<file path="config.mk">
export PLATFORM = sky130hd
export DESIGN_NAME = z80fi_retire_monitor
export DESIGN_NICKNAME = d
export VERILOG_FILES = /design/src/rtl/z80fi_retire_monitor.sv
export SDC_FILE = /design/constraint.sdc
export NUM_CORES = 1
export LEC_CHECK = 0
export CORE_UTILIZATION = 24
export DETAILED_ROUTE_END_ITERATION = 12
export SLEW_MARGIN = 40
export SYNTH_ARGS = -nofsm -noshare
export SYNTH_HDL_FRONTEND = slang
export SYNTH_SLANG_ARGS = --single-unit
</file>
<file path="constraint.sdc">
create_clock -name clk -period 1.61 [get_ports clk]
set_input_delay 0.161 -clock clk [delete_from_list [all_inputs] [get_ports clk]]
set_output_delay 0.161 -clock clk [all_outputs]
set_load 0.01 [all_outputs]
</file>
<file path="src/rtl/z80fi_retire_monitor.sv">
// Producer side of the z80fi formal interface: folds per-M-cycle trace events into one
// retirement record per instruction. Build option Z80FI_MEM2_EN enables the second memory slots.
module z80fi_retire_monitor #(
    parameter int MAX_LEN = 4
) (
    input  logic                 clk,
    input  logic                 reset_n,
    input  logic                 tr_start,
    input  logic [15:0]          tr_pc,
    input  logic                 tr_done,
    input  logic [15:0]          tr_pc_next,
    input  logic                 tr_fetch,
    input  logic [7:0]           tr_fetch_data,
    input  logic                 tr_reg_rd,
    input  logic [2:0]           tr_reg_rnum,
    input  logic [15:0]          tr_reg_rdata,
    input  logic                 tr_reg_wr,
    input  logic [2:0]           tr_reg_wnum,
    input  logic [15:0]          tr_reg_wdata,
    input  logic                 tr_mem_rd,
    input  logic [15:0]          tr_mem_rd_addr,
    input  logic [7:0]           tr_mem_rd_data,
    input  logic                 tr_mem_wr,
    input  logic [15:0]          tr_mem_wr_addr,
    input  logic [7:0]           tr_mem_wr_data,
    output logic                 z80fi_valid,
    output logic [8*MAX_LEN-1:0] z80fi_insn,
    output logic [2:0]           z80fi_insn_len,
    output logic [15:0]          z80fi_pc_rdata,
    output logic [15:0]          z80fi_pc_wdata,
    output logic                 z80fi_reg1_rd,
    output logic [2:0]           z80fi_reg1_rnum,
    output logic [15:0]          z80fi_reg1_rdata,
    output logic                 z80fi_reg2_rd,
    output logic [2:0]           z80fi_reg2_rnum,
    output logic [15:0]          z80fi_reg2_rdata,
    output logic                 z80fi_reg_wr,
    output logic [2:0]           z80fi_reg_wnum,
    output logic [15:0]          z80fi_reg_wdata,
    output logic                 z80fi_mem_rd,
    output logic [15:0]          z80fi_mem_raddr,
    output logic [7:0]           z80fi_mem_rdata,
    output logic                 z80fi_mem_rd2,
    output logic [15:0]          z80fi_mem_raddr2,
    output logic [7:0]           z80fi_mem_rdata2,
    output logic                 z80fi_mem_wr,
    output logic [15:0]          z80fi_mem_waddr,
    output logic [7:0]           z80fi_mem_wdata,
    output logic                 z80fi_mem_wr2,
    output logic [15:0]          z80fi_mem_waddr2,
    output logic [7:0]           z80fi_mem_wdata2
);

`ifdef Z80FI_MEM2_EN
    localparam bit MEM2 = 1'b1;
`else
    localparam bit MEM2 = 1'b0;
`endif

    typedef enum logic {IDLE, COLLECT} state_t;

    typedef struct packed {
        logic [8*MAX_LEN-1:0] insn;
        logic [2:0]           len;
        logic [15:0]          pc_rdata;
        logic [15:0]          pc_wdata;
        logic                 reg1_rd;
        logic [2:0]           reg1_rnum;
        logic [15:0]          reg1_rdata;
        logic                 reg2_rd;
        logic [2:0]           reg2_rnum;
        logic [15:0]          reg2_rdata;
        logic                 reg_wr;
        logic [2:0]           reg_wnum;
        logic [15:0]          reg_wdata;
        logic                 mem_rd;
        logic [15:0]          mem_raddr;
        logic [7:0]           mem_rdata;
        logic                 mem_rd2;
        logic [15:0]          mem_raddr2;
        logic [7:0]           mem_rdata2;
        logic                 mem_wr;
        logic [15:0]          mem_waddr;
        logic [7:0]           mem_wdata;
        logic                 mem_wr2;
        logic [15:0]          mem_waddr2;
        logic [7:0]           mem_wdata2;
    } rec_t;

    state_t state, state_nxt;
    rec_t   acc, seed, evt, rec_nxt, rec_p1;
    logic   retire, vld_p1;

    always_comb begin
        seed = acc;
        if (tr_start) begin
            seed          = '0;
            seed.pc_rdata = tr_pc;
        end

        // Events land in the record that is open after any tr_start this cycle.
        evt = seed;
        if (tr_start || state == COLLECT) begin
            if (tr_fetch && evt.len < 3'(MAX_LEN)) begin
                for (int k = 0; k < MAX_LEN; k++) begin
                    if (evt.len == 3'(k)) evt.insn[8*k +: 8] = tr_fetch_data;
                end
                evt.len = evt.len + 3'd1;
            end
            if (tr_reg_rd) begin
                if (!evt.reg1_rd) begin
                    evt.reg1_rd    = 1'b1;
                    evt.reg1_rnum  = tr_reg_rnum;
                    evt.reg1_rdata = tr_reg_rdata;
                end else if (!evt.reg2_rd) begin
                    evt.reg2_rd    = 1'b1;
                    evt.reg2_rnum  = tr_reg_rnum;
                    evt.reg2_rdata = tr_reg_rdata;
                end
            end
            if (tr_reg_wr) begin
                evt.reg_wr    = 1'b1;
                evt.reg_wnum  = tr_reg_wnum;
                evt.reg_wdata = tr_reg_wdata;
            end
            if (tr_mem_rd) begin
                if (!evt.mem_rd) begin
                    evt.mem_rd    = 1'b1;
                    evt.mem_raddr = tr_mem_rd_addr;
                    evt.mem_rdata = tr_mem_rd_data;
                end else if (MEM2 && !evt.mem_rd2) begin
                    evt.mem_rd2    = 1'b1;
                    evt.mem_raddr2 = tr_mem_rd_addr;
                    evt.mem_rdata2 = tr_mem_rd_data;
                end
            end
            if (tr_mem_wr) begin
                if (!evt.mem_wr) begin
                    evt.mem_wr    = 1'b1;
                    evt.mem_waddr = tr_mem_wr_addr;
                    evt.mem_wdata = tr_mem_wr_data;
                end else if (MEM2 && !evt.mem_wr2) begin
                    evt.mem_wr2    = 1'b1;
                    evt.mem_waddr2 = tr_mem_wr_addr;
                    evt.mem_wdata2 = tr_mem_wr_data;
                end
            end
        end

        // From IDLE a start+done cycle is a whole one-cycle instruction; from COLLECT it
        // retires the open record and this cycle's events belong to the next one.
        retire    = 1'b0;
        rec_nxt   = evt;
        state_nxt = state;
        if (state == COLLECT) begin
            if (tr_done) begin
                retire = 1'b1;
                if (tr_start) rec_nxt = acc;
                else          state_nxt = IDLE;
            end
        end else if (tr_start) begin
            if (tr_done) retire = 1'b1;
            else         state_nxt = COLLECT;
        end
        rec_nxt.pc_wdata = tr_pc_next;
    end

    // Record register: p1 holds the last retired instruction until the next retirement.
    always_ff @(posedge clk or negedge reset_n) begin
        if (!reset_n) begin
            state  <= IDLE;
            acc    <= '0;
            rec_p1 <= '0;
            vld_p1 <= 1'b0;
        end else begin
            state  <= state_nxt;
            acc    <= evt;
            vld_p1 <= retire;
            if (retire) rec_p1 <= rec_nxt;
        end
    end

    assign z80fi_valid      = vld_p1;
    assign z80fi_insn       = rec_p1.insn;
    assign z80fi_insn_len   = rec_p1.len;
    assign z80fi_pc_rdata   = rec_p1.pc_rdata;
    assign z80fi_pc_wdata   = rec_p1.pc_wdata;
    assign z80fi_reg1_rd    = rec_p1.reg1_rd;
    assign z80fi_reg1_rnum  = rec_p1.reg1_rnum;
    assign z80fi_reg1_rdata = rec_p1.reg1_rdata;
    assign z80fi_reg2_rd    = rec_p1.reg2_rd;
    assign z80fi_reg2_rnum  = rec_p1.reg2_rnum;
    assign z80fi_reg2_rdata = rec_p1.reg2_rdata;
    assign z80fi_reg_wr     = rec_p1.reg_wr;
    assign z80fi_reg_wnum   = rec_p1.reg_wnum;
    assign z80fi_reg_wdata  = rec_p1.reg_wdata;
    assign z80fi_mem_rd     = rec_p1.mem_rd;
    assign z80fi_mem_raddr  = rec_p1.mem_raddr;
    assign z80fi_mem_rdata  = rec_p1.mem_rdata;
    assign z80fi_mem_rd2    = rec_p1.mem_rd2;
    assign z80fi_mem_raddr2 = rec_p1.mem_raddr2;
    assign z80fi_mem_rdata2 = rec_p1.mem_rdata2;
    assign z80fi_mem_wr     = rec_p1.mem_wr;
    assign z80fi_mem_waddr  = rec_p1.mem_waddr;
    assign z80fi_mem_wdata  = rec_p1.mem_wdata;
    assign z80fi_mem_wr2    = rec_p1.mem_wr2;
    assign z80fi_mem_waddr2 = rec_p1.mem_waddr2;
    assign z80fi_mem_wdata2 = rec_p1.mem_wdata2;

endmodule

</file>
Yosys cells after proc, flatten, opt, wreduce, memory -nomap -nowiden
Cells that the tools add are included. W data, S select, Z words.

Bits in latches: 0. Memories kept: 0. Memory bits (writable): 0. Register bits: 456. Bits in read-only memories: 0. Output and inout port bits: 228. Logic and storage cells: 89.

Bitwise operators: 0. Add/subtract/negate cells: 1. Div/mod/pow operators: 0. Reduce and logical (&&, ||, !) cells: 3. Shift-type cells: 0. Multipliers: 0. Magnitude comparators: 1. Equal/unequal tests: 3. Mux-type cells: 29.

Operator list (count): $mux W227 (4); $mux W85 (1); $mux W25 (3); $mux W35 (2); $mux W24 (2); $mux W20 (2); $mux W40 (1); $mux W19 (2); $mux W8 (4); $mux W1 (8); $eq A3 B2 Y1 const B (2); $add A3 B1 Y3 const B (1); $eq A3 B1 Y1 const B (1); $logic_not A3 Y1 (1); $lt A3 B3 Y1 const B (1); $logic_and A1 B1 Y1 (1); $logic_or A1 B1 Y1 (1).

Depth between registers and ports, before layout
Gate-level depths: netlist of run 1.

Depth after elaboration: 8. Mapped depth: 9. Mapped depth without buffers: 8.

Least setup slack after synthesis of run 1
OpenSTA, ideal clock, no wires.

Kind: flip-flop to flip-flop. From: register acc[192] (netlist bit). To: register rec_p1, in the netlist z80fi_insn[24]. Cell stages (with the launch flop): 8. Data arrival time: 1.649 ns. Clock period less this slack: 1.767 ns. Required time: 1.491 ns. Slack: -0.157 ns. Cells stage by stage: dfrtp_1 > nand2b_1 > inv_1 > ha_1 > ha_1 > o211ai_4 > mux2_2 > o21a_1.

RTL lines: start: declaration (line 91) `rec_t acc, seed, evt, rec_nxt, rec_p1;`; start signal: assignment (line 177) `acc <= evt;`; end signal: assignment (line 179) `if (retire) rec_p1 <= rec_nxt;`; end: declaration (line 91).

==> results of run 1 <==
[synth_stat cells (all sizes together) (2+ instances only)]
| master | n | area, sq um |
|---|---|---|
| a21o | 21 | 158 |
| a21oi | 176 | 888 |
| a221o | 17 | 170 |
| a221oi | 4 | 35.0 |
| a22o | 165 | 1450 |
| a22oi | 6 | 45.0 |
| a31oi | 2 | 18.8 |
| and2 | 3 | 21.3 |
| buf | 109 | 627 |
| clkbuf | 38 | 146 |
| clkinv | 2 | 7.51 |
| dfrtp | 440 | 11000 |
| ha | 4 | 50.1 |
| inv | 5 | 18.8 |
| mux2 | 40 | 450 |
| mux2i | 88 | 881 |
| nand2 | 130 | 495 |
| nand2b | 3 | 18.8 |
| nand3 | 16 | 80.1 |
| nor2 | 15 | 58.8 |
| nor2b | 80 | 500 |
| nor3 | 3 | 26.3 |
| o211ai | 4 | 71.3 |
| o21a | 102 | 766 |
| o21ai | 27 | 135 |
| o221ai | 68 | 596 |
| o22a | 32 | 280 |
| o22ai | 5 | 45.0 |
[layout make-up]
type / instances / share of cell area
well taps: 1050 / 0.0467
clock buffers: 71 / 0.0548
multi-input cells: 1024 / 0.285
repair buffers: 539 / 0.210
diodes: 5 / 0.000444
clock inverters: 22 / 0.00996
flip-flops and latches: 440 / 0.391
inverters: 7 / 0.00182
[routing by layer]
| layer | GRT usage | part of all wire | vias up |
|---|---|---|---|
| met5 | 0 | 0.00035 | - |
| met4 | 0.0433 | 0.025 | 4 |
| met2 | 0.243 | 0.47 | 540 |
| li1 | - | - | 6928 |
| met3 | 0.0368 | 0.067 | 98 |
| met1 | 0.206 | 0.44 | 7952 |
[power by group]
part	internal, mW	total, mW	switching (mW)
Combinational	3.27	6.57	3.30
Sequential	12.2	12.9	0.763
Clock	7.65	12.5	4.87
Total	23.1	32.0	8.93
[what timing repair did]
action / CTS / global route
setup endpoints to repair: 516 / 235
pin swaps: 72 / 127
gates resized for setup: 287 / 170
hold buffers: 2 / 0
endpoints found under the hold margin: 386 / 0
setup buffers: 24 / 18
cloned: 9 / 25
[layout by cell type (no fill, tap or decap), types with 7 or more instances in the layout]
cell type	count
buf_8	10
o221ai_1	63
mux2_2	16
nand2_4	19
o21ai_2	10
o21a_1	100
a21oi_2	23
clkbuf_8	15
buf_6	21
dfrtp_1	438
nor2b_1	75
nand3_1	16
nand2_1	95
mux2i_1	83
nand2_2	14
clkdlybuf4s50_1	131
o22a_1	32
buf_4	74
clkbuf_16	71
nor2_1	8
buf_16	9
a21oi_1	148
a22o_1	165
o21ai_0	7
clkinv_2	11
a21o_1	21
mux2_4	24
dlygate4sd2_1	224
o21ai_1	10
buf_12	45
a221o_1	17
[path summary, 6_finish.rpt]
path	to	slack, ns	cells after the start	start
worst max-delay path	z80fi_insn[27]	-0.14	8	acc[192]
worst min-delay path	acc[182]	0.05	2	reset_n
worst max register to register	z80fi_insn[27]	-0.14	8	acc[192]
worst min register to register	z80fi_pc_wdata[12]	0.47	2	z80fi_pc_wdata[12]
max in group asynchronous	z80fi_mem_rdata[6]	0.80	4	reset_n
min in group clk	z80fi_pc_wdata[2]	0.11	3	tr_pc_next[2]
[per-stage QoR]
step	utilization	setup TNS (ns)	setup slack, ns
floorplan	-	-0.564	-0.0525
global placement	0.313	-27.27	-0.186
detailed placement	0.314	-30.43	-0.204
CTS	0.341	-3.14	-0.111
global route	0.357	-20.00	-0.172
finish	0.357	-9.98	-0.137
[state kept, by name (all words and copies together) (netlist names), 8 cells and up]
register          flops
acc                 211
z80fi_insn           32
z80fi_mem_raddr      16
z80fi_mem_raddr2     16
z80fi_mem_rdata       8
z80fi_mem_rdata2      8
z80fi_mem_waddr      16
z80fi_mem_waddr2     16
z80fi_mem_wdata       8
z80fi_mem_wdata2      8
z80fi_pc_rdata       16
z80fi_pc_wdata       16
z80fi_reg1_rdata     16
z80fi_reg2_rdata     16
z80fi_reg_wdata      16
[logic make-up (layout without fill, tap and decap cells)]
family | after synthesis | after routing | synth area share
AO/OA/AOI/OAI | 632 | 632 | 0.245
flip-flops | 440 | 440 | 0.576
buffers and inverters | 154 | 639 | 0.0418
multiplexers | 128 | 128 | 0.0696
other | 0 | 5 | 0
AND/OR/NAND/NOR | 257 | 260 | 0.0654
adder cells (fa/ha/maj) | 4 | 4 | 0.00262
==> results.yml, run 1 <==
outcome:
  status: "finished with violations"
  violations: "setup timing"
floorplan:
  die_h_um: 284
  dieArea_sq_um: 80800
  core_sq_um: 78900
  rows: 103
  fp.dieW_um: 284
  start_util: 0.242
  ios: 363
clock_network:
  htree_levels: 2
  cts_sinks: 440
  cts_buffers: 52
  clkTransAtPathRegs_ns: 0.06
  insertion_delay_ns: 0.60
  clock_tree.root_cell: "clkbuf_16"
  cts_tree: "done"
  clockBufferDepth: 3
cells_and_area:
  layout.nets: 2203
  design_area_sq_um: 28200
  layout.cells.non_filler: 3158
  drive_above_1_share: 0.206
  area_growth_syn_to_layout_pct: 47.2
  seq_area_sq_um: 11000
  nFillCells: 7681
  multi_input_area_sq_um: 8030
route:
  wire_per_inst_um: 20.9
  routed_wirelength_um: 66000
  drt_iter0_drc: 1009
  drc: 0
  ant_nets: 0
  first_pass_iters: 5
  vias_per_cell: 4.92
  vias: 15500
critical_path:
  critPathRequiredTime_ns: 2.07
  crit_slowest_cell: "dfrtp_1"
  worstPathCellList: "nand2b_1, inv_2, ha_4, ha_4, o211ai_4, buf_12, mux2_4, o21a_1"
  worstSetupPathType: "register to register"
  cpPeakStageDelay_ns: 0.39
  critical_path.top_delay_family: "flip-flops"
  crit_path_end_kind: "register"
  crit_top_cell: "ha_4"
  arrival_ns: 2.21
  cp_max_fo: 8
  crit_path_start_kind: "register"
  critPathBufInv: 2
yosys:
  yosys_warnings: 0
  synthFlopType: "dfrtp_1"
  ys_seq_area_frac: 0.576
  syn_nets: 1754
  yosys_register_bits: 440
  syn_area_sq_um: 19100
  syn_inst: 1615
  syn_area_per_cell_sq_um: 11.8
  synth_edf_count: 0
  synth_cell_types: 51
  synth-async-reset-ratio: 1.00
place:
  gp_congestion: 0.793
  dpl.hpwl_um: 40600
  dp_cells: 2984
  numPortBuffers: 362
  place_area_sq_um: 24700
timing:
  worst_slack_ns: -0.137
  hold_viol: 0
  rsz0062_at_grt: "yes"
  tightest_slew_ns: 0.681
  slew_viol_final: 0
  slew_headroom: 0.546
  skew_ns: 0.0230
  period_share: 1.09
  fmax_mhz: 572
  finalSetupViolations: 209
  min_period_ns: 1.75
  hold_ws_ns: 0.0456
power_and_ir_drop:
  p_leak_nw: 12.8
  power_mw: 32.0
  irDropWorstVdd_mv: 0.740
  powerDensity_nw_per_um2: 1140
global_route:
  grt_pass1_wl_um: 97500
  antenna_found_initial: 8
  globalRoute.totalOverflow: 0
  grt.total_usage: 0.153
  grt_max_degree: 86
  grt_pass1_vias: 15900
flow_run:
  cap_violations: 0
worst_hold_path:
  hp-class: "input pin to async pin"
Power figures use the tool's default switching activity.
==> run 2: changes to the inputs <==
--- a/config.mk
+++ b/config.mk
@@ -6,6 +6,7 @@
 export NUM_CORES = 1
 export LEC_CHECK = 0
 export CORE_UTILIZATION = 24
+export CTS_CLUSTER_SIZE = 10
 export DETAILED_ROUTE_END_ITERATION = 12
 export SLEW_MARGIN = 40
 export SYNTH_ARGS = -nofsm -noshare
==> constraint.sdc (replaced) <==
create_clock -name clk -period 1.5 [get_ports clk]
set_input_delay 0.15 -clock clk [delete_from_list [all_inputs] [get_ports clk]]
set_output_delay 0.15 -clock clk [all_outputs]
set_load 0.01 [all_outputs]
==> run 2 against run 1 <==
  * Cell count rose by 0.85%
  * The run still ends with setup timing left
  * Flip-flop and latch count unchanged
  * Critical endpoint is now z80fi_insn[25]
  * Routed wire length increased by 8.6%
==> results.yml, run 2 (synthesis results as in run 1) <==
power_and_ir_drop:
  irDropWorstVdd_mv: 0.815
  p_leak_nw: 13.0
  powerDensity_nw_per_um2: 1180
  power_mw: 33.9
clock_network:
  clkTransAtPathRegs_ns: 0.06
  cts_buffers: 55
  clockBufferDepth: 3
  htree_levels: 2
  insertion_delay_ns: 0.62
  cts_sinks: 440
  cts_tree: "done"
  clock_tree.root_cell: "clkbuf_16"
timing:
  fmax_mhz: 571
  period_share: 1.17
  hold_ws_ns: 0.0584
  hold_viol: 0
  finalSetupViolations: 341
  slew_viol_final: 0
  worst_slack_ns: -0.251
  tightest_slew_ns: 0.790
  setup_tns_ns: -40.26
  min_period_ns: 1.75
  skew_ns: 0.0233
  rsz0062_at_grt: "yes"
  slew_headroom: 0.474
floorplan:
  core_sq_um: 78900
  start_util: 0.242
  rows: 103
  fp.dieW_um: 284
  dieArea_sq_um: 80800
  ios: 363
  die_h_um: 284
route:
  drc: 0
  wire_per_inst_um: 22.5
  drt_iter0_drc: 1044
  vias_per_cell: 4.97
  ant_nets: 0
  first_pass_iters: 6
  vias: 15800
  routed_wirelength_um: 71700
cells_and_area:
  drive_above_1_share: 0.232
  final_common_cell: "dfrtp_1"
  final_cell_mix: "dfrtp_1 (438), dlygate4sd2_1 (167), a22o_1 (165)"
  area_growth_syn_to_layout_pct: 49.6
  layout.nets: 2243
  largest_reg_flops: 211
  regMostFlops: "acc"
place:
  gp_congestion: 0.815
  dpl.hpwl_um: 42400
  numPortBuffers: 362
critical_path:
  critPathRequiredTime_ns: 1.99
  reg2reg_depth: 8
  crit_path_end_kind: "register"
  arrival_ns: 2.24
  worstSetupPathType: "register to register"
  crit_path_start_kind: "register"
  cp_max_fo: 8
outcome:
  violations: "setup timing"
  status: "finished with violations"
global_route:
  use_met1: 0.200
  met2_usage: 0.248
  grt_max_degree: 73
  grt_pass1_wl_um: 99200
  grt-busiest-layer: "met2"
  met3_usage: 0.0474
  grt.total_usage: 0.156
  grt_pass1_vias: 16300
  globalRoute.totalOverflow: 0
  antenna_found_initial: 9
flow_run:
  cap_violations: 0
worst_hold_path:
  whs_path_depth: 5
  hp-class: "input pin to register"
run 2: cell types whose count changed in the layout (fill, tap and decap cells not counted), sizes merged, moves of 4 or more:
cell / delta
clkdlybuf4s15: +53
buf: +29
dlygate4sd2: -57
clkinv: -6
dlygate4sd3: +4
clkbuf: +9
bufinv: -4
run 2: where the power goes:
part	internal, mW	switching (mW)	total [mW]
clock	7.33	5.23	12.6
sequential	13.1	0.868	13.9
combinational	3.70	3.70	7.40
run 2: what timing repair did:
action | in CTS | in global routing
gates resized for setup | 344 | 185
buffers inserted | 16 | 23
cloned | 3 | 41
pin swaps | 32 | 135
hold buffers | 6 | 0
endpoints found under the setup margin | 575 | 373
hold endpoints to repair | 436 | 0
run 2: worst max-delay path, cell delays in order, from the launching register on:
cell and delay [ns]:
dfrtp_1 0.37, nor2b_4 0.13, buf_6 0.11, ha_4 0.15
ha_4 0.16, o211ai_4 0.07, buf_12 0.16, mux2_4 0.31
o21a_1 0.17
run 2: metal layers:
| layer | up-vias | share of wire |
|---|---|---|
| met4 | 6 | 0.027 |
| li1 | 7002 | - |
| met1 | 8127 | 0.42 |
| met3 | 121 | 0.076 |
| met2 | 573 | 0.47 |
| met5 | - | 0.00050 |
run 2: cell type report:
class / instances / area (sq um)
inverters: 7 / 47.5
fillers: 7684 / 50300
multi-input cells: 1024 / 8080
diodes: 5 / 12.5
well taps: 1050 / 1310
clock buffers: 71 / 1510
flip-flops and latches: 440 / 11000
repair buffers: 576 / 6480
clock inverters: 12 / 154
run 2: stage by stage:
step | worst slack [ns] | cells | utilization | area [sq um]
final | -0.251 | 3185 | 0.363 | 28600
after global routing | -0.318 | 3183 | 0.363 | 28600
after CTS | -0.275 | 3116 | 0.340 | 26900
after detailed placement | -0.277 | 3008 | 0.317 | 25000
after global placement | -0.249 | 3008 | 0.317 | 25000
after floorplan | -0.162 | 1615 | - | 19200
run 2: final timing paths:
path                                    from                   to  slack (ns)
min reg2reg                z80fi_pc_wdata[1]    z80fi_pc_wdata[1]        0.47
max reg2reg                         acc[193]       z80fi_insn[25]       -0.25
min                                 tr_start             acc[194]        0.06
max                                 acc[193]       z80fi_insn[25]       -0.25
max in group asynchronous            reset_n  z80fi_reg_wdata[15]        0.18
min in group asynchronous            reset_n             acc[186]        0.21
==> run 3: changes to the inputs <==
--- a/config.mk
+++ b/config.mk
@@ -6,7 +6,7 @@
 export NUM_CORES = 1
 export LEC_CHECK = 0
 export CORE_UTILIZATION = 24
-export CTS_CLUSTER_SIZE = 10
+export CTS_CLUSTER_SIZE = 30
 export DETAILED_ROUTE_END_ITERATION = 12
 export SLEW_MARGIN = 40
 export SYNTH_ARGS = -nofsm -noshare
==> run 3 against run 2 <==
  * The flow still finishes with violations (setup timing)
  * Sequential power barely moved
  * Combinational power fell by 3.1%
  * Critical path depth fell by 1
  * Non-clock buffer count fell by 11
  * Critical endpoint is now z80fi_reg1_rnum[2]
  * Largest power group unchanged
==> results.yml, run 3 (synthesis results as in run 1) <==
critical_path:
  cp_max_fo: 15
  arrival_ns: 2.25
  crit_slowest_cell: "dfrtp_2"
  critical_path.top_delay_family: "buffers and inverters"
  critPathBufInv: 4
  cpPeakStageDelay_ns: 0.43
  worstPathCellList: "buf_12, or2_4, nand2_8, clkinv_16, buf_16, clkbuf_16, o21a_1"
  critPathRequiredTime_ns: 1.98
  crit_path_end_kind: "register"
  worstSetupPathType: "register to register"
  crit_path_start_kind: "register"
cells_and_area:
  layout.nets: 2229
  drive_above_1_share: 0.203
  area_growth_syn_to_layout_pct: 47.8
  design_area_sq_um: 28300
  largest_reg_flops: 211
  regMostFlops: "acc"
  nFillCells: 7719
  final_common_cell: "dfrtp_1"
  final_cell_mix: "dfrtp_1 (438), a22o_1 (165), dlygate4sd2_1 (165)"
timing:
  skew_ns: 0.0322
  rsz0062_at_grt: "yes"
  slew_headroom: 0.545
  fmax_mhz: 565
  period_share: 1.18
  min_period_ns: 1.77
  hold_ws_ns: 0.0237
  slew_viol_final: 0
  tightest_slew_ns: 0.682
  finalSetupViolations: 339
  hold_viol: 0
  worst_slack_ns: -0.270
power_and_ir_drop:
  swShare: 0.286
  p_leak_nw: 12.8
  combPwrFrac: 0.210
  p_clk_frac: 0.383
  irDropWorstVdd_mv: 0.813
  power.switching_mw: 9.77
  p_int_mw: 24.4
  seq_power_share: 0.407
  powerDensity_nw_per_um2: 1210
global_route:
  grt_pass1_vias: 16200
  grt_max_degree: 73
  grt_pass1_wl_um: 98300
  grt.total_usage: 0.154
  globalRoute.totalOverflow: 0
  antenna_found_initial: 8
clock_network:
  insertion_delay_ns: 0.62
  clockBufferDepth: 3
  clock_tree.root_cell: "clkbuf_16"
  htree_levels: 2
  cts_tree: "done"
  clkTransAtPathRegs_ns: 0.06
  cts_buffers: 52
  cts_sinks: 440
place:
  numPortBuffers: 362
  gp_congestion: 0.815
  dpl.hpwl_um: 42400
  place_area_sq_um: 25000
route:
  drc: 0
  vias_per_cell: 4.93
  ant_nets: 0
  routed_wirelength_um: 69900
  first_pass_iters: 7
  wire_per_inst_um: 21.9
  vias: 15700
  drt_iter0_drc: 1019
floorplan:
  rows: 103
  start_util: 0.242
  fp.dieW_um: 284
  die_h_um: 284
  ios: 363
  dieArea_sq_um: 80800
  core_sq_um: 78900
worst_hold_path:
  hp-class: "input pin to async pin"
outcome:
  violations: "setup timing"
  status: "finished with violations"
flow_run:
  cap_violations: 0
## run 3: layer usage
metal / up-vias / global-route usage / routed length, um / share of wire
li1: 6985 / - / - / -
met1: 8020 / 0.198 / 29600 / 0.42
met2: 579 / 0.247 / 33100 / 0.47
met3: 109 / 0.0476 / 5460 / 0.078
met4: 6 / 0.0492 / 1690 / 0.024
met5: - / 0 / 32 / 0.00046
## run 3: path summary, 6_finish.rpt
check	from	to	slack, ns	cells after the start
setup / recovery	state	z80fi_reg1_rnum[2]	-0.27	7
hold / removal	reset_n	z80fi_pc_wdata[11]	0.02	2
min in group clk	tr_pc_next[1]	z80fi_pc_wdata[1]	0.07	3
max in group asynchronous	reset_n	acc[138]	0.56	3
setup reg to reg	state	z80fi_reg1_rnum[2]	-0.27	7
hold reg to reg	z80fi_pc_wdata[10]	z80fi_pc_wdata[10]	0.46	2
## run 3: through the flow
step	std cells	power, mW	utilization	setup TNS [ns]	setup slack [ns]
CTS	3124	33.9	0.342	-29.97	-0.276
global placement	3008	20.8	0.317	-43.56	-0.249
detailed placement	3008	21.0	0.317	-53.28	-0.277
floorplan	1615	17.0	-	-3.38	-0.162
global route	3185	35.7	0.358	-61.03	-0.322
finish	3186	34.2	0.358	-47.67	-0.270
## run 3: final cells by class
class	instances	area (sq um)	area share
sequential	440	11000	0.390
clock inverter	18	272	0.00961
timing repair buffer	565	6300	0.223
antenna	5	12.5	0.000443
multi-input combinational	1024	7790	0.275
clock buffer	77	1520	0.0536
inverter	7	57.6	0.00204
tap	1050	1310	0.0465
## run 3: what timing repair did
item                                   in CTS  in global routing
endpoints found under the hold margin     416                  0
gates resized for setup                   346                116
hold buffers                                4                  0
setup buffers                              14                 26
setup endpoints to repair                 572                376
pin swaps                                  32                 89
gates cloned                                3                 31
## run 3: power groups by stage
stage	logic [mW]	registers, mW	clock network [mW]
after CTS	6.53	13.9	13.5
after global routing	7.70	14.1	14.0
after floorplan	2.72	14.3	0
after detailed placement	6.89	14.1	0
after global placement	6.76	14.1	0
final	7.17	13.9	13.1
